==> src/rtl/ripple_adder.sv <==
// ripple_adder: WIDTH-bit ripple-carry adder with carry in/out and a registered result.
// One full-adder cell per bit; the carry chain runs from bit 0 upward with no lookahead.
module ripple_adder #(
    parameter int WIDTH = 4
) (
    input  logic             clk,
    input  logic             rst,
    input  logic [WIDTH-1:0] A,
    input  logic [WIDTH-1:0] B,
    input  logic             Cin,
    output logic [WIDTH-1:0] Sum,
    output logic             Cout
);
    logic [WIDTH-1:0] s;
    logic             carry;
    logic [WIDTH-1:0] sum_d, sum_q;
    logic             cout_d, cout_q;

    // Carry is threaded through a single variable so the chain stays one combinational process.
    always_comb begin
        s     = '0;
        carry = Cin;
        for (int i = 0; i < WIDTH; i++) begin
            s[i]  = A[i] ^ B[i] ^ carry;
            carry = (A[i] & B[i]) | (A[i] & carry) | (B[i] & carry);
        end
    end

    always_comb begin
        sum_d  = rst ? '0 : s;
        cout_d = rst ? 1'b0 : carry;
    end

    always_ff @(posedge clk) begin
        sum_q  <= sum_d;
        cout_q <= cout_d;
    end

    assign Sum  = sum_q;
    assign Cout = cout_q;
endmodule

==> config.mk <==
export PLATFORM = sky130hd
export DESIGN_NAME = ripple_adder
export DESIGN_NICKNAME = d
export VERILOG_FILES = /design/src/rtl/ripple_adder.sv
export SDC_FILE = /design/constraint.sdc
export NUM_CORES = 1
export LEC_CHECK = 0
export ABC_AREA = 1
export ABC_CLOCK_PERIOD_IN_PS = 1800
export CORE_AREA = 2 2 39 41
export DETAILED_ROUTE_END_ITERATION = 6
export DIE_AREA = 0 0 41 43
export SETUP_SLACK_MARGIN = 0.4
export SYNTH_ARGS = -nofsm -noshare
export SYNTH_HDL_FRONTEND = slang
export SYNTH_SLANG_ARGS = --single-unit
export TNS_END_PERCENT = 10
==> constraint.sdc <==
create_clock -name clk -period 1.8 [get_ports clk]
set_input_delay 0.36 -clock clk [delete_from_list [all_inputs] [get_ports clk]]
set_output_delay 0.36 -clock clk [all_outputs]
set_load 0.05 [all_outputs]
* Word-level counts from Yosys, hierarchy flattened
Cells that the tools add are included.
Word-level totals: register bits after elaboration 5, input bits 11
Operators by class: bitwise gates (word level) 28
Operator list (number):
- $and A1 B1 Y1 | 12
- $or A1 B1 Y1 | 8
- $xor A1 B1 Y1 | 8

* Longest topological paths before layout
word-level depth 12, gate-level depth with buffers 8

* Worst setup path after synthesis
Ideal clock, no wire load.
path type input -> register, start point input port A[0], end point register sum_q[3], in the netlist Sum[3], data arrival time 1.893 ns, setup slack -0.157 ns, stages on the path 8, path buffers 0, path through inv_1 > fa_1 > inv_1 > fa_1 > fa_1 > inv_1 > fa_1 > nor2_1
Between the ends: word-level cells in the longest chain between the ends 10
RTL lines:
- start, declared | line 8 | input logic [WIDTH-1:0] A,
- $and A1 B1 Y1 | line 25 | carry = (A[i] & B[i]) | (A[i] & carry) | (B[i] & carry);
- $or A1 B1 Y1 * (2 in series) | line 25
- $and A1 B1 Y1 | line 25
- $or A1 B1 Y1 | line 25
- $or A1 B1 Y1 * | line 25
- $and A1 B1 Y1 | line 25
- $or A1 B1 Y1 | line 25
- $or A1 B1 Y1 * | line 25
- $xor A1 B1 Y1 * | line 24 | s[i] = A[i] ^ B[i] ^ carry;
- end signal, assigned | line 35 | sum_q <= sum_d;
- end, declared | line 16 | logic [WIDTH-1:0] sum_d, sum_q;
Every way passes the cells marked *; elsewhere a longest branch is shown, timed or not. A chain may end at the register's enable or synchronous reset.

* Worst setup path in the final report
start point input port B[0], end point register sum_q[3], in the netlist Sum[3]
Between the ends: word-level cells in the longest chain between the ends 10
RTL lines:
- start, declared | line 9 | input logic [WIDTH-1:0] B,
- $and A1 B1 Y1 | line 25
- $or A1 B1 Y1 | line 25
- $or A1 B1 Y1 * | line 25
- $and A1 B1 Y1 | line 25
- $or A1 B1 Y1 | line 25
- $or A1 B1 Y1 * | line 25
- $and A1 B1 Y1 | line 25
- $or A1 B1 Y1 | line 25
- $or A1 B1 Y1 * | line 25
- $xor A1 B1 Y1 * | line 24
Marked as above.

==> summary.txt <==
DRC = 0
Worst-margin pin slew = 0.278 ns
Utilization after layout = 0.307
First-pass GRT wire length = 503 um
Seq pwr share = 0.345
CP Max Fanout = 1
Layout cells sized above 1 = 0.476
Site Rows = 14
Seq/Total Area, Yosys = 0.430
Clk root buf = clkbuf_4
DRT Pass-1 Iters = 1
Initial Util = 0.168
Worst vdd ir = 0.182 mV
Core area = 1380 sq um
Antenna-violating nets left = 0
Cts hold-fix bufs = 0
Post-DR wirelength/cell = 6.24 um
Die Span Y = 43 um
Period utilisation layout = 0.976
CTS tree = done
Clock sinks = 5
Max_slew headroom = 0.815
Final Hold Vio Count = 0
Die area = 1760 sq um
Hold_sp = A[0]
Setup crit start = B[0]
Status = completed
CP Capture Type = register
Flops & latches, synth = 5
Final wirelength = 362 um
Routed vias = 195
Final instance area = 424 sq um
Leading area contributor after synthesis = dfxtp_1
Synth top area share = 0.430
Fin nets = 58
CP Class = input port to register
Vias per inst = 3.36
# Max-Cap Violations = 0
Number of I/O port buffers = 15
Vias in the first global route = 156
Sequential Area = 100 sq um
CTS clock-pin slew for the worst setup and hold paths = 0.04 ns
Cell Count, Final, Fillers Out = 58
Mean Syn Cell Area = 10.1 sq um
Most frequent cells in the layout = dfxtp_1 (5), nor2_1 (5), clkdlybuf4s50_1 (5)
Post-route minimum period = 1.76 ns
CTS buffer count = 3
Cells after synthesis = 23
Worst EP arrival = 1.93 ns
H-tree levels = 1
Data required time of the critical path = 1.97 ns
Logic pwr share = 0.316
Initial antenna violation count = 0
Global placement routability congestion = 0.579
Synth Cell Area = 233 sq um
Die Span X = 41 um
HP Class = input port to register
Switching power share of the total = 0.317
Worst Setup Slack, final = 0.0437 ns
Initial DRC Count = 0
Lkg Pwr = 0.000205 uW
P_int = 251 uW
Final setup vio count = 0
Largest net degree at the start of global routing = 6
Clock share of power = 0.340
Placed Instances = 54
IO Count = 16
Multi-input gate area in the final layout = 106 sq um
PD cells = 867 nW/um^2
Sw Pwr = 116 uW
Max Transition Viols Final = 0
Cell variety after synth = 4
GRT overflow = 0
Setup WS pre-CTS = -0.609 ns
P&R area growth vs syn = 82.3%
Max Root-Sink Buffers = 2
Total negative setup slack = 0 ns
Post-Syn Nets = 38
Synth Warn # = 0
Gr usage total = 0.0505
CP Launch Type = input port
Antenna cells = 0
# fillers = 162
Max Fclk = 0.569 GHz
Post-CTS Setup Bufs = 0
Placed Area = 408 sq um
Detail Placement HPWL = 326 um
RSZ-0062 raised after global routing = true
Synth top area cells = dfxtp_1 (43%), fa_1 (34%), inv_1 (15%)
==> sequential cells by signal (all words and copies together) (netlist names) <==
register  count
Sum           4
Cout          1
==> critical path: stages <==
cell	delay, ns
buf_6	0.09
inv_4	0.04
fa_2	0.19
inv_2	0.04
fa_2	0.33
fa_2	0.34
inv_2	0.06
fa_1	0.39
nor2_1	0.09
==> timing repair <==
item | 4_1_cts | 5_1_grt
pin swaps | 6 | 6
endpoints found under the setup margin | 9 | 7
resized for setup | 31 | 7
==> final cells by class <==
type / count / area share
timing repair buffer: 15 / 0.313
sequential: 5 / 0.236
tap: 16 / 0.0472
clock buffer: 4 / 0.0619
multi-input combinational: 9 / 0.251
inverter: 9 / 0.0914
==> worst paths after layout <==
kind	slack [ns]	cells past startpoint	end
worst min-delay path	0.52	4	Sum[0]$_SDFF_PP0_
worst max-delay path	0.04	9	Sum[3]$_SDFF_PP0_
==> synth_stat cells <==
master / n
inv_1: 9
dfxtp_1: 5
nor2_1: 5
fa_1: 4
==> cell families (layout without fill, tap and decap cells) <==
| logic type | after synthesis | count (layout) | share of synthesized area |
|---|---|---|---|
| flops | 5 | 5 | 0.430 |
| fa+ha+maj | 4 | 4 | 0.344 |
| simple gates | 5 | 5 | 0.0807 |
| buf+inv | 9 | 28 | 0.145 |
==> per-stage QoR <==
stage | power, uW | hold slack, ns
final | 368 | 0.515
after global routing | 387 | 0.529
after CTS | 379 | 0.520
after detailed placement | 252 | 0.988
after global placement | 250 | 0.978
after floorplan | 198 | 0.427
==> metal layers <==
metal,vias up,global-route usage,wire length [um]
met3,2,0,52
met4,0,0.120,9
li1,97,-,-
met5,-,0,0
met1,84,0.0426,102
met2,12,0.0594,198
==> power by group through the flow <==
stage          Combinational, uW  Sequential [uW]  Clock (uW)
6_report                     116              127         125
5_1_grt                      127              127         133
4_1_cts                      120              127         132
3_5_place_dp                 123              129           0
3_3_place_gp                 122              128           0
2_1_floorplan               24.7              173           0
No activity file was read; power rests on OpenSTA's default activity.
